<file path="config.mk">
export PLATFORM = sky130hd
export DESIGN_NAME = conv3x3_stream
export DESIGN_NICKNAME = d
export VERILOG_FILES = /design/src/rtl/conv_pkg.sv /design/src/rtl/conv_line_buffer.sv /design/src/rtl/conv3x3_stream.sv
export SDC_FILE = /design/constraint.sdc
export NUM_CORES = 1
export LEC_CHECK = 0
export ABC_AREA = 1
export CORE_ASPECT_RATIO = 0.7
export CORE_MARGIN = 8
export CORE_UTILIZATION = 23
export CTS_CLUSTER_SIZE = 10
export DETAILED_ROUTE_END_ITERATION = 8
export PLACE_DENSITY_LB_ADDON = 0.1
export SLEW_MARGIN = 20
export SYNTH_ARGS = -nofsm -noshare
export SYNTH_HDL_FRONTEND = slang
export SYNTH_HIERARCHICAL = 1
export SYNTH_SLANG_ARGS = --single-unit
</file>
<file path="constraint.sdc">
create_clock -name i_clk -period 12.1 [get_ports i_clk]
set_input_delay 1.21 -clock i_clk [delete_from_list [all_inputs] [get_ports i_clk]]
set_output_delay 1.21 -clock i_clk [all_outputs]
set_load 0.03 [all_outputs]
</file>
<file path="src/rtl/conv_pkg.sv">
// Shared types and helpers for the 3x3 streaming convolution: mode encoding,
// packed-kernel slice positions, accumulator sizing and output saturation.
package conv_pkg;

  typedef enum logic {
    ModeSingle = 1'b0,
    ModeGrad   = 1'b1
  } conv_mode_e;

  localparam int unsigned KDim  = 3;
  localparam int unsigned KTaps = KDim * KDim;

  // k[0][0] sits in the most-significant slice of the packed kernel word.
  function automatic int unsigned k_lsb(input int unsigned i, input int unsigned j,
                                        input int unsigned coef_w);
    return (KTaps - 1 - (i * KDim + j)) * coef_w;
  endfunction

  // Nine products of PIX_W x COEF_W bits plus sign headroom never overflow.
  function automatic int unsigned acc_width(input int unsigned pix_w, input int unsigned coef_w);
    return pix_w + coef_w + 5;
  endfunction

  function automatic int unsigned sat_u(input int v, input int unsigned out_w);
    int max_v;
    max_v = int'((32'd1 << out_w) - 32'd1);
    if (v < 0) begin
      return 0;
    end else if (v > max_v) begin
      return max_v;
    end
    return v;
  endfunction

endpackage

</file>
<file path="src/rtl/conv_line_buffer.sv">
// Enable-gated delay line of DEPTH entries; the output is the sample written
// DEPTH enabled cycles earlier. Contents are deliberately not reset.
module conv_line_buffer #(
  parameter int unsigned DEPTH = 28,
  parameter int unsigned WIDTH = 5
) (
  input  logic             i_clk,
  input  logic             i_en,
  input  logic [WIDTH-1:0] i_data,
  output logic [WIDTH-1:0] o_data
);

  logic [WIDTH-1:0] r_mem [DEPTH];

  always_ff @(posedge i_clk) begin
    if (i_en) begin
      r_mem[0] <= i_data;
      for (int unsigned i = 1; i < DEPTH; i++) begin
        r_mem[i] <= r_mem[i-1];
      end
    end
  end

  assign o_data = r_mem[DEPTH-1];

endmodule

</file>
<file path="src/rtl/conv3x3_stream.sv">
// Streaming 3x3 convolution over a raster image: two line buffers feed a 3x3
// window (stage 1), a MAC with clamp/gradient magnitude feeds the output register (stage 2).
module conv3x3_stream
  import conv_pkg::*;
#(
  parameter int unsigned IMG_W  = 28,
  parameter int unsigned IMG_H  = 28,
  parameter int unsigned PIX_W  = 5,
  parameter int unsigned COEF_W = 4,
  parameter int unsigned OUT_W  = 8
) (
  input  logic                      i_clk,
  input  logic                      i_rst_n,
  input  logic                      i_s_valid,
  output logic                      o_s_ready,
  input  logic [PIX_W-1:0]          i_s_data,
  input  logic                      i_s_sof,
  input  logic                      i_k_load,
  input  logic [KTaps*COEF_W-1:0]   i_k_data,
  input  logic                      i_mode,
  output logic                      o_m_valid,
  input  logic                      i_m_ready,
  output logic [OUT_W-1:0]          o_m_data,
  output logic                      o_m_last
);

  localparam int unsigned ColW = $clog2(IMG_W);
  localparam int unsigned RowW = $clog2(IMG_H);
  localparam int unsigned AccW = acc_width(PIX_W, COEF_W);
  localparam int unsigned KW   = KTaps * COEF_W;
  localparam logic [ColW-1:0] ColMax = ColW'(IMG_W - 1);
  localparam logic [RowW-1:0] RowMax = RowW'(IMG_H - 1);

  logic                  w_en;
  logic                  w_acc;
  logic [ColW-1:0]       r_col;
  logic [RowW-1:0]       r_row;
  logic [ColW-1:0]       w_col_cur;
  logic [RowW-1:0]       w_row_cur;
  logic                  w_first;
  logic [KW-1:0]         r_k_shadow;
  logic [KW-1:0]         r_k_act;
  conv_mode_e            r_mode_act;
  logic [PIX_W-1:0]      w_lb0;
  logic [PIX_W-1:0]      w_lb1;
  logic [PIX_W-1:0]      r_win [KDim][KDim];
  logic                  r_v1;
  logic                  r_last1;
  logic signed [AccW-1:0] w_pix [KDim][KDim];
  logic signed [AccW-1:0] w_kx  [KDim][KDim];
  logic signed [AccW-1:0] w_gx;
  logic signed [AccW-1:0] w_gy;
  int                    w_ax;
  int                    w_ay;
  logic [OUT_W-1:0]      w_res;
  logic                  r_m_valid;
  logic [OUT_W-1:0]      r_m_data;
  logic                  r_m_last;

  // One enable advances the whole pipeline, so nothing can be dropped or duplicated.
  assign w_en      = !r_m_valid || i_m_ready;
  assign o_s_ready = w_en;
  assign w_acc     = i_s_valid && w_en;

  assign w_col_cur = i_s_sof ? '0 : r_col;
  assign w_row_cur = i_s_sof ? '0 : r_row;
  assign w_first   = (w_col_cur == '0) && (w_row_cur == '0);

  always_ff @(posedge i_clk or negedge i_rst_n) begin
    if (!i_rst_n) begin
      r_col <= '0;
      r_row <= '0;
    end else if (w_acc) begin
      if (w_col_cur == ColMax) begin
        r_col <= '0;
        r_row <= (w_row_cur == RowMax) ? '0 : w_row_cur + 1'b1;
      end else begin
        r_col <= w_col_cur + 1'b1;
        r_row <= w_row_cur;
      end
    end
  end

  // A load coinciding with the (0,0) pixel goes straight into the active set.
  always_ff @(posedge i_clk or negedge i_rst_n) begin
    if (!i_rst_n) begin
      r_k_shadow <= '0;
      r_k_act    <= '0;
      r_mode_act <= ModeSingle;
    end else begin
      if (i_k_load) begin
        r_k_shadow <= i_k_data;
      end
      if (w_acc && w_first) begin
        r_k_act    <= i_k_load ? i_k_data : r_k_shadow;
        r_mode_act <= conv_mode_e'(i_mode);
      end
    end
  end

  conv_line_buffer #(
    .DEPTH (IMG_W),
    .WIDTH (PIX_W)
  ) u_lb0 (
    .i_clk  (i_clk),
    .i_en   (w_acc),
    .i_data (i_s_data),
    .o_data (w_lb0)
  );

  conv_line_buffer #(
    .DEPTH (IMG_W),
    .WIDTH (PIX_W)
  ) u_lb1 (
    .i_clk  (i_clk),
    .i_en   (w_acc),
    .i_data (w_lb0),
    .o_data (w_lb1)
  );

  always_ff @(posedge i_clk) begin
    if (w_acc) begin
      for (int i = 0; i < KDim; i++) begin
        r_win[i][0] <= r_win[i][1];
        r_win[i][1] <= r_win[i][2];
      end
      r_win[0][2] <= w_lb1;
      r_win[1][2] <= w_lb0;
      r_win[2][2] <= i_s_data;
    end
  end

  // Windows straddling a line wrap or the first two rows are masked here.
  always_ff @(posedge i_clk or negedge i_rst_n) begin
    if (!i_rst_n) begin
      r_v1    <= 1'b0;
      r_last1 <= 1'b0;
    end else if (w_en) begin
      r_v1    <= w_acc && (w_row_cur >= RowW'(2)) && (w_col_cur >= ColW'(2));
      r_last1 <= w_acc && (w_row_cur == RowMax) && (w_col_cur == ColMax);
    end
  end

  always_comb begin
    for (int i = 0; i < KDim; i++) begin
      for (int j = 0; j < KDim; j++) begin
        w_pix[i][j] = {{(AccW-PIX_W){1'b0}}, r_win[i][j]};
        w_kx[i][j]  = {{(AccW-COEF_W){r_k_act[k_lsb(i, j, COEF_W) + COEF_W - 1]}},
                       r_k_act[k_lsb(i, j, COEF_W) +: COEF_W]};
      end
    end
  end

  // Gy reuses the same coefficients transposed.
  always_comb begin
    w_gx = '0;
    w_gy = '0;
    for (int i = 0; i < KDim; i++) begin
      for (int j = 0; j < KDim; j++) begin
        w_gx = w_gx + w_pix[i][j] * w_kx[i][j];
        w_gy = w_gy + w_pix[i][j] * w_kx[j][i];
      end
    end
  end

  always_comb begin
    w_ax = int'(w_gx);
    w_ay = int'(w_gy);
    if (r_mode_act == ModeGrad) begin
      if (w_ax < 0) w_ax = -w_ax;
      if (w_ay < 0) w_ay = -w_ay;
      w_res = OUT_W'(sat_u(w_ax + w_ay, OUT_W));
    end else begin
      w_res = OUT_W'(sat_u(w_ax, OUT_W));
    end
  end

  always_ff @(posedge i_clk or negedge i_rst_n) begin
    if (!i_rst_n) begin
      r_m_valid <= 1'b0;
      r_m_data  <= '0;
      r_m_last  <= 1'b0;
    end else if (w_en) begin
      r_m_valid <= r_v1;
      r_m_last  <= r_last1;
      if (r_v1) begin
        r_m_data <= w_res;
      end
    end
  end

  assign o_m_valid = r_m_valid;
  assign o_m_data  = r_m_data;
  assign o_m_last  = r_m_last;

endmodule

</file>
; ---- Word level (Yosys, flattened, before mapping)
; Memory sizes are Yosys's and may differ from the RTL's.
; Index checks and enable logic that the tools add are counted.
; Widths: inputs -> output; s select.
[word_totals]
register_bits = 95
latchBits = 0
ram_bits = 325
mem_bits_ro = 0
in_bits = 48
out_inout_bits = 11
word_cells = 95
mem_count = 3
[mem_list]
columns = memory, depth, word_bits, rd, rd_clocked_by_memory_dff, write_ports, line_no
row1 = u_lb0.r_mem, 28, 5, 28, 0, 28, conv_line_buffer.sv:13  ; logic [WIDTH-1:0] r_mem [DEPTH];
row2 = u_lb1.r_mem, 28, 5, 28, 0, 28, conv_line_buffer.sv:13
row3 = r_win, 3, 15, 3, 0, 3, conv3x3_stream.sv:46  ; logic [PIX_W-1:0] r_win [KDim][KDim];
[op_classes]
n_addsub = 21
mul = 15
div = 0
magnitude_cmp = 7
n_eq_ne = 2
shifts = 0
mux = 25
bitwise = 0
n_reduce_logical = 12
[op_table]
columns = cell, n
row1 = $mul 6x4->10, 15
row2 = $mux 32, 4
row3 = $add 14x10->14, 8
row4 = $neg 14->32, 2
row5 = $mux 8, 7
row6 = $mux 36, 1
row7 = $add 32x32->32, 1
row8 = $gt 32x9->1 const B, 1
row9 = $lt 32x1->1 const B, 1
row10 = $add 13x10->14, 2
row11 = $lt 14x1->1 const B, 2
row12 = $add 12x10->13, 2
row13 = $mux 5, 5
row14 = $add 11x10->12, 2
row15 = $add 10x10->11, 2
row16 = $gt 14x9->1 const B, 1
row17 = $add 5x1->5 const B, 2
row18 = $eq 5x5->1 const B, 2
row19 = $ge 5x2->1 const B, 2
row20 = $logic_not 5->1, 2
row21 = $mux 1, 8
row22 = $logic_and 1x1->1, 7
row23 = $reduce_and 2->1, 1
row24 = $logic_not 1->1, 1
row25 = $logic_or 1x1->1, 1

; ---- Longest topological paths before layout
; Gate-level depths: netlist of the first run.
; An unclocked memory read counts as a cell.
[depth]
ltp_word = 20
ltp_mapped = 57
ltp_nobuf = 57

; ---- Cells and area by module
; Netlist of the first run, hierarchy kept.
[by_module_without_submodules]
columns = module, n_inst, cells_per_inst, area_each_um2, seq_area_each_um2
row1 = conv3x3_stream, 1, 2770, 22460.3, 3728.6
row2 = conv_line_buffer, 2, 145, 4241.6, 4204.0

; ---- Least setup slack after synthesis of the first run
; OpenSTA, ideal clock, no wires.
[synth_path]
kind = input port to flip-flop
from = input i_m_ready
to = register r_col[2]
setup_ns = 0.555
arrival_time_ns = 11.141
required_time_ns = 11.545
setup_slack_ns = 0.404
stages = 6
n_path_buf = 1
cell_sequence = nor2_1 -> inv_1 -> nand2_1 -> inv_1 -> clkbuf_1 -> o21ai_0
[synth_via]
elab_chain_len = 2
[synth_lines]
columns = element, line_no
row1 = from (decl), conv3x3_stream.sv:22  ; input logic i_m_ready,
row2 = $logic_or 1x1->1, conv3x3_stream.sv:61  ; assign w_en = !r_m_valid || i_m_ready;
row3 = net o_s_ready, conv3x3_stream.sv:15  ; output logic o_s_ready,
row4 = $logic_and 1x1->1, conv3x3_stream.sv:63  ; assign w_acc = i_s_valid && w_en;
row5 = net w_acc, conv3x3_stream.sv:35  ; logic w_acc;
row6 = to (signal assigned), conv3x3_stream.sv:78  ; r_col <= w_col_cur + 1'b1;
row7 = to (decl), conv3x3_stream.sv:36  ; logic [ColW-1:0] r_col;
; The timed path passes the listed nets, and every way through them passes these cells.
; A chain may end at the register's enable or synchronous reset.

==> results of run 1 <==
stage by stage:
step / instances / utilization [%]
2_1_floorplan: 3093 / -
3_3_place_gp: 4886 / 25.33
3_5_place_dp: 4886 / 25.33
4_1_cts: 4978 / 26.43
5_1_grt: 4981 / 26.45
6_report: 4981 / 26.45
sequential cells by signal, summed over array words and instances, names as in the netlist:
name / cells
r_col: 5
r_win: 45
r_row: 5
o_m_valid: 1
r_k_act: 36
o_m_data: 8
r_last1: 1
r_k_shadow: 36
o_m_last: 1
r_v1: 1
u_lb0/r_mem: 140
u_lb1/r_mem: 140
r_mode_act: 1
synthesized netlist by cell type, types with 7 or more instances:
library cell,number,share of area [%]
a21o_1,7,0.17
a21oi_1,62,1.0
buf_4,10,0.24
clkbuf_1,34,0.41
clkbuf_2,10,0.16
dfrtp_1,95,7.7
edfxtp_1,325,32
fa_1,329,21
ha_1,254,10
inv_1,764,9.3
mux2_2,36,1.3
nand2_1,676,8.2
nand3_1,71,1.1
nand3b_1,8,0.19
nand4_1,24,0.49
nor2_1,154,1.9
nor3_1,10,0.16
o21ai_0,45,0.73
or2_2,8,0.16
xnor2_1,36,1.0
xor2_1,48,1.4
kinds of logic (layout without fill, tap and decap cells):
family                   count (synthesis)  in the layout
XOR/XNOR                                85             85
other                                    1             35
flip-flops                             420            420
AND/OR/NAND/NOR                        977            977
adder cells (fa/ha/maj)                583            583
multiplexers                            36             36
buffers and inverters                  826            946
AO/OA/AOI/OAI                          132            132
worst max-delay path by stage:
stage / end / startpoint
2_1_floorplan: r_col[2] / i_m_ready
3_3_place_gp: o_m_data[6] / r_k_act[19]
3_5_place_dp: o_m_data[5] / r_k_act[19]
4_1_cts: o_m_data[5] / r_win[0][20]
5_1_grt: o_m_data[2] / r_k_act[3]
6_report: o_m_data[5] / r_win[0][20]
repair_timing:
item                                    CTS  global route
resized for setup                         0             5
buffers inserted                          0             2
endpoints found under the setup margin    0             8
area by class of cell:
cell class	instances	area share, %
Antenna cell	1	0.007091
Clock buffer	85	3.975
Sequential cell	420	34.39
Multi-Input combinational cell	1847	44.74
Clock inverter	7	0.1737
Tap cell	1767	6.265
Timing Repair Buffer	86	2.255
Inverter	768	8.190
per-layer routing:
| metal | track usage, % | wire (µm) | vias up |
|---|---|---|---|
| li1 | - | - | 9540 |
| met1 | 21.50 | 51980 | 9579 |
| met2 | 15.80 | 31720 | 351 |
| met3 | 3.034 | 5876 | 66 |
| met4 | 1.769 | 1048 | 0 |
| met5 | 0 | 0 | - |
==> results.ini, run 1 <==
[drt]
first_iter_violations=1467
wl_per_cell_um=18.20
ant_nets=0
num_vias=19540
drc=0
post_drt_via_cell_ratio=3.922
wl_um=90630
drt-pass1-iter-count=5

[logic_synthesis]
synth.mux.area_fraction_pct=1.310
synth_cell_type_count=48
synth_edf_count=325
synth_top_family_by_area=adder cells
synth_cells=3060
netlist_area_um2=30940
synth_xor_xnor_area_share_pct=2.430
postSynth.asyncResetShare_pct=22.62
synth-compound-area-share_pct=2.329
yosysSeqAreaShare_pct=39.22
synth-main-ff-cell=edfxtp_1
ys_warn_count=6
synth.ff_latch_count=420
synth_adder_area_share_pct=31.56
synthSimpleGateAreaFrac_pct=12.92
synth.avg_cell_area_um2=10.11

[global_route]
grt_pass1_wl_um=139000
grt_overflow=0
grt_pass1_vias=20810
grt_antenna_before_repair=7
grt_max_degree=142
grt_use_total_pct=12.67

[worst_setup_path]
r2r_start=r_win[0][20]
crit_family=adder cells
max_stage_delay_ns=0.56
r2r.worst_path.cells=46
cpMostUsedCell=fa_1
crit_cells=46
crit_path_start_kind=flop
required_ns=12.60
critPathBufInv=8
crit_type=flop to flop
endpoint_kind=flop
rrSetupSlack_ns=0.72
crit_fanout=8
arrival_ns=11.88
critPathSlowestCell=fa_1
r2r-end=o_m_data[5]

[clocking]
clock_sinks=420
clk_latency_ns=0.62
hold_buffers=0
clk_pin_slew_ns=0.07
cts.htree.levels=2
root_buffer=clkbuf_16
tritoncts=done
cts_made_buffers=49
cts_buffer_depth=3

[worst_hold_path]
hold_start=u_lb1/r_mem[12][4]
min_to=u_lb1/r_mem[12][9]
worstHoldPathType=flop to flop
hold_depth=0

[placement]
portBuffers=58
gp_congestion=0.8320
pre_cts_ws_ns=0.6245
postPlaceCellArea_um2=33790
hpwl_um=72480

[flow_run]
drv_cap=0

[sta]
setup_viol=0
maxSlewViolCount=0
hold_violations=0
min_period_over_period_pct=94.08
period_needed_ns=11.38
final.setup.worst_slack_ns=0.7160
max_freq_mhz=87.84
clock_skew_ns=0.04291
rsz0062_at_grt=no
holdWs_ns=0.3871
relSlewSlack_pct=34.38
tightest_slew_ns=0.9844
fin_setup_tns_ns=0

[floorplan]
floorplan.die_area_um2=146700
io_pins=59
die_w_um=454.4
num_rows=112
fp.coreArea_um2=133400
initial_core_util_pct=23.19
dieHeight_um=322.9

[final_layout]
stdcell_area_um2=35290
nets=3803
layout_commonest_cell=inv_1
ff_latch_area_um2=12140
drive_gt1_share_pct=5.104
layout_common_cells=763 x inv_1, 676 x nand2_1, 329 x fa_1, 325 x edfxtp_1, 254 x ha_1
nFillCells=14330
multi_input_area_um2=15790
syn_to_final_growth_pct=14.04

[status]
status=finished, final reports clean

Power of run 1 is left out: the tool's default activity adds up to more than one toggle a clock period on the data nets, which glitch-free logic cannot reach.
==> run 2, diff against run 1 <==
- CORE_ASPECT_RATIO: 0.7 -> 0.75
==> results.ini, run 2 (synthesis results as in run 1) <==
[status]
status=finished, final reports clean

[floorplan]
dieHeight_um=333.7  ; +3.3%
floorplan.die_area_um2=146700  ; about the same
fp.coreArea_um2=133500  ; about the same
die_w_um=439.5  ; -3.3%
num_rows=116  ; +3.6%
io_pins=59  ; unchanged
initial_core_util_pct=23.17  ; about the same

[drt]
wl_um=89670  ; -1.1%
num_vias=19600  ; +0.34%
first_iter_violations=1180  ; -20%
drt-pass1-iter-count=5  ; unchanged
ant_nets=0  ; unchanged
drc=0  ; unchanged
post_drt_via_cell_ratio=3.931  ; +0.22%
wl_per_cell_um=17.98  ; -1.2%

[clocking]
root_buffer=clkbuf_16
tritoncts=done
hold_buffers=0  ; unchanged
clk_latency_ns=0.62  ; about the same
cts_made_buffers=51  ; +4.1%
clock_sinks=420  ; unchanged
clk_pin_slew_ns=0.06  ; about the same
cts_buffer_depth=3  ; unchanged
cts.htree.levels=2  ; unchanged

[worst_setup_path]
endpoint_kind=flop
crit_type=flop to flop
cpMostUsedCell=fa_1
max_stage_delay_ns=0.66  ; +0.10 ns
arrival_ns=11.81  ; -0.07 ns
required_ns=12.61  ; about the same
critPathSlowestCell=fa_1
crit_path_start_kind=flop
crit_fanout=12  ; +4

[final_layout]
syn_to_final_growth_pct=14.28
layout_commonest_cell=inv_1
layout_common_cells=763 x inv_1, 675 x nand2_1, 329 x fa_1, 325 x edfxtp_1, 254 x ha_1
nets=3804  ; +0.026%
drive_gt1_share_pct=5.224  ; +0.12 points
nFillCells=14380  ; +0.40%
top_regs=u_lb0/r_mem x140, u_lb1/r_mem x140, r_win x45

[sta]
tightest_slew_ns=0.9471  ; -0.03728 ns
relSlewSlack_pct=36.86  ; +2.5 points
rsz0062_at_grt=no
setup_viol=0  ; unchanged
maxSlewViolCount=0  ; unchanged
hold_violations=0  ; unchanged
fin_setup_tns_ns=0  ; unchanged
min_period_over_period_pct=93.44  ; -0.64 points
max_freq_mhz=88.44  ; +0.69%
period_needed_ns=11.31  ; -0.07749 ns
clock_skew_ns=0.05621  ; +0.01331 ns

[placement]
gp_congestion=0.8433  ; +1.4%
hpwl_um=71030  ; -2.0%
portBuffers=58  ; unchanged

[global_route]
grt_overflow=0  ; unchanged
grt_pass1_wl_um=137300  ; -1.2%
grt_pass1_vias=20880  ; +0.32%
grt_use_total_pct=12.38  ; -0.29 points
grt_antenna_before_repair=3  ; -4
grt_max_degree=114  ; -20%

[flow_run]
drv_cap=0  ; unchanged

[worst_hold_path]
worstHoldPathType=flop to flop

run 2: per-layer routing:
metal | up-vias | GRT usage, % | share of wire, % | wire [µm]
li1 | 9559 | - | - | -
met3 | 67 | 2.267 | 4.6 | 4169
met5 | - | 0 | 0 | 0
met1 | 9681 | 20.06 | 55 | 49730
met4 | 0 | 1.734 | 1.2 | 1087
met2 | 295 | 17.09 | 39 | 34680
run 2: metrics by stage:
step	worst slack, ns	cells	area, µm²	hold slack, ns	util, %
6_report	0.7935	4987	35360	0.3889	26.48
5_1_grt	0.009176	4986	35360	0.3951	26.48
4_1_cts	0.5994	4986	35340	0.3875	26.46
3_5_place_dp	0.6491	4890	33790	0.4045	25.30
3_3_place_gp	0.5719	4890	33790	0.4001	25.30
2_1_floorplan	0.4038	3093	31070	0.4003	-
run 2: layout make-up:
type / instances / area (µm²) / share of cell area (%)
Sequential cell: 420 / 12140 / 34.32
Antenna cell: 1 / 2.502 / 0.007077
Timing Repair Buffer: 85 / 775.7 / 2.194
Tap cell: 1770 / 2215 / 6.263
Clock inverter: 8 / 105.1 / 0.2972
Multi-Input combinational cell: 1847 / 15790 / 44.66
Clock buffer: 88 / 1445 / 4.087
Inverter: 768 / 2890 / 8.174
run 2: worst max-delay path: cells and delay by family (launching register included):
kind | cells | cell delay, ns
compound gates | 3 | 0.42
fa+ha+maj | 15 | 6.83
buf+inv | 8 | 0.71
simple gates | 18 | 2.43
flops | 1 | 0.47
xor+xnor | 2 | 0.31
run 2: worst paths after layout:
path,startpoint,endpoint,slack (ns),depth (start not counted)
max in group asynchronous,i_rst_n,r_k_act[7],10.08,2
min in group asynchronous,i_rst_n,r_k_shadow[30],0.62,1
max,r_win[0][30],o_m_data[3],0.79,46
max reg2reg,r_win[0][30],o_m_data[3],0.79,46
min,u_lb1/r_mem[10][3],u_lb1/r_mem[10][8],0.39,0
min reg2reg,u_lb1/r_mem[10][3],u_lb1/r_mem[10][8],0.39,0
run 2: what timing repair did:
| item | in CTS | in global routing |
|---|---|---|
| gates resized for setup | 0 | 6 |
| buffers inserted | 0 | 0 |
| setup endpoints to repair | 0 | 8 |
Power of run 2 is left out for the same reason.
==> run 3, diff against run 2 <==
- PLACE_DENSITY: unset -> 0.43
- PLACE_DENSITY_LB_ADDON: 0.1 -> unset
- SYNTH_HIERARCHICAL: 1 -> unset
==> results.ini, run 3 <==
[floorplan]
dieHeight_um=328.6  ; -1.5%
num_rows=114  ; -1.7%
fp.coreArea_um2=129100  ; -3.3%
die_w_um=432.9  ; -1.5%
floorplan.die_area_um2=142300  ; -3.0%
initial_core_util_pct=23.22  ; +0.047 points
io_pins=59  ; unchanged

[sta]
min_period_over_period_pct=93.47  ; about the same
tightest_slew_ns=0.9342  ; -0.01291 ns
max_freq_mhz=88.42  ; about the same
relSlewSlack_pct=37.72  ; +0.86 points
setup_viol=0  ; unchanged
maxSlewViolCount=0  ; unchanged
hold_violations=0  ; unchanged
final.setup.worst_slack_ns=0.7907  ; -0.002811 ns
rsz0062_at_grt=no
fin_setup_tns_ns=0  ; unchanged
holdWs_ns=0.4015  ; +0.01263 ns
period_needed_ns=11.31  ; +0.002811 ns
clock_skew_ns=0.02140  ; -0.03482 ns

[final_layout]
top_regs=u_lb0.r_mem x126, u_lb1.r_mem x125, r_win x44
syn_to_final_growth_pct=14.22  ; about the same
multi_input_area_um2=15790  ; about the same
layout_common_cells=761 x inv_1, 692 x nand2_1, 329 x fa_1, 295 x edfxtp_1, 254 x ha_1
nFillCells=13750  ; -4.4%
nets=3769  ; -0.92%
drive_gt1_share_pct=4.822  ; -0.40 points
layout_commonest_cell=inv_1
largest_reg_flops=126
regMostFlops=u_lb0.r_mem
ff_latch_area_um2=11240  ; -7.4%

[placement]
portBuffers=58  ; unchanged
gp_congestion=0.8315  ; -1.4%
hpwl_um=62910  ; -11%
pre_cts_ws_ns=0.5664  ; -0.08267 ns

[drt]
first_iter_violations=1104  ; -6.4%
wl_um=79960  ; -11%
num_vias=19320  ; -1.4%
ant_nets=0  ; unchanged
drt-pass1-iter-count=5  ; unchanged
post_drt_via_cell_ratio=3.931  ; about the same
wl_per_cell_um=16.27  ; -9.5%
drc=0  ; unchanged

[clocking]
tritoncts=done
clock_sinks=390  ; -7.1%
cts_made_buffers=48  ; -5.9%
clk_latency_ns=0.60  ; -0.02 ns
root_buffer=clkbuf_16
clk_pin_slew_ns=0.06  ; about the same
postCtsSetupBuffers=0  ; unchanged
cts.htree.levels=2  ; unchanged
cts_resized=0  ; unchanged
hold_buffers=0  ; unchanged
cts_buffer_depth=3  ; unchanged

[logic_synthesis]
netlist_area_um2=29970  ; -3.1%
synth_cell_type_count=47  ; -2.1%
synth_area_leaders=edfxtp_1 30%, fa_1 22%, ha_1 11%
postSynth.asyncResetShare_pct=24.36  ; +1.7 points
synthTopCellsByCount=761 x inv_1, 693 x nand2_1, 329 x fa_1, 295 x edfxtp_1, 254 x ha_1
yosys.area.top_type=edfxtp_1
synth.avg_cell_area_um2=9.906  ; -2.0%
yosysTopAreaCellShare_pct=29.55  ; -2.0 points
yosysSeqAreaShare_pct=37.48  ; -1.7 points
synth-main-ff-cell=edfxtp_1
ys_warn_count=0  ; -6
synth_edf_count=295  ; -9.2%
synth.most_common_cell=inv_1
synth.ff_latch_count=390  ; -7.1%
synth_cells=3026  ; -1.1%

[worst_setup_path]
critPathSlowestCell=fa_1
cpMostUsedCell=fa_1
required_ns=12.58  ; -0.03 ns
endpoint_kind=flop
arrival_ns=11.79  ; -0.02 ns
crit_path_start_kind=flop
max_stage_delay_ns=0.54  ; -0.12 ns
crit_fanout=21  ; +9
crit_type=flop to flop

[global_route]
grt_pass1_wl_um=125500  ; -8.6%
grt_use_total_pct=11.46  ; -0.92 points
grt_antenna_before_repair=3  ; unchanged
grt_max_degree=113  ; -0.88%
grt_overflow=0  ; unchanged
grt_pass1_vias=20590  ; -1.4%

[worst_hold_path]
worstHoldPathType=flop to flop

[flow_run]
drv_cap=0  ; unchanged

[status]
status=finished, final reports clean

## run 3: cell count changes after synthesis, sizes merged, moves of 3 or more
| cell | delta |
|---|---|
| inv | -3 |
| a21oi | +9 |
| a31oi | -3 |
| o21bai | +5 |
| nand2 | +16 |
| edfxtp | -30 |
| buf | -8 |
| nand3 | +11 |
| nand4 | -7 |
| nor2 | -14 |
| nor4 | -3 |
## run 3: cell families (layout without fill, tap and decap cells)
family	after synthesis	in the layout	synth area share, %
adder cells (fa/ha/maj)	583	583	32.58
other	1	35	0.01251
XOR/XNOR	81	81	2.367
AND/OR/NAND/NOR	979	979	13.31
buffers and inverters	814	928	10.26
AO/OA/AOI/OAI	142	142	2.638
flip-flops	390	390	37.48
multiplexers	36	36	1.352
## run 3: final timing paths
kind | from | to | slack, ns | cells after the start
worst min register to register | u_lb1.r_mem[0][66] | u_lb1.r_mem[0][71] | 0.40 | 0
max in group asynchronous | i_rst_n | r_k_shadow[28] | 10.20 | 2
min in group asynchronous | i_rst_n | r_col[0] | 0.62 | 1
worst max-delay path | r_k_act[19] | o_m_data[5] | 0.79 | 49
worst max register to register | r_k_act[19] | o_m_data[5] | 0.79 | 49
worst min-delay path | u_lb1.r_mem[0][66] | u_lb1.r_mem[0][71] | 0.40 | 0
## run 3: critical path, delay by kind of cell, from the launching register on
kind | cells | cell delay, ns
XOR/XNOR | 1 | 0.16
flip-flops | 1 | 0.34
adder cells (fa/ha/maj) | 15 | 6.52
AND/OR/NAND/NOR | 19 | 2.73
AO/OA/AOI/OAI | 6 | 0.71
buffers and inverters | 8 | 0.68
## run 3: layout make-up
class | count | share of cell area, %
Antenna cell | 1 | 0.007309
Clock buffer | 73 | 3.844
Clock inverter | 12 | 0.3362
Inverter | 766 | 8.427
Multi-Input combinational cell | 1855 | 46.12
Sequential cell | 390 | 32.82
Tap cell | 1740 | 6.359
Timing Repair Buffer | 77 | 2.090
## run 3: layer usage
metal	up-vias	share of wire (%)	wire length (µm)	GRT usage [%]
met5	-	0.013	10	0
met4	2	1.7	1343	2.232
met3	78	6.1	4864	2.668
met2	359	40	32210	16.52
met1	9471	52	41530	17.39
li1	9409	-	-	-
## run 3: per-stage QoR
step / util, % / area (µm²) / cells
floorplan: - / 30100 / 3059
finish: 26.52 / 34240 / 4914
CTS: 26.52 / 34230 / 4913
global placement: 25.41 / 32800 / 4828
global route: 26.52 / 34240 / 4913
detailed placement: 25.41 / 32800 / 4828
Power of run 3 is left out for the same reason.
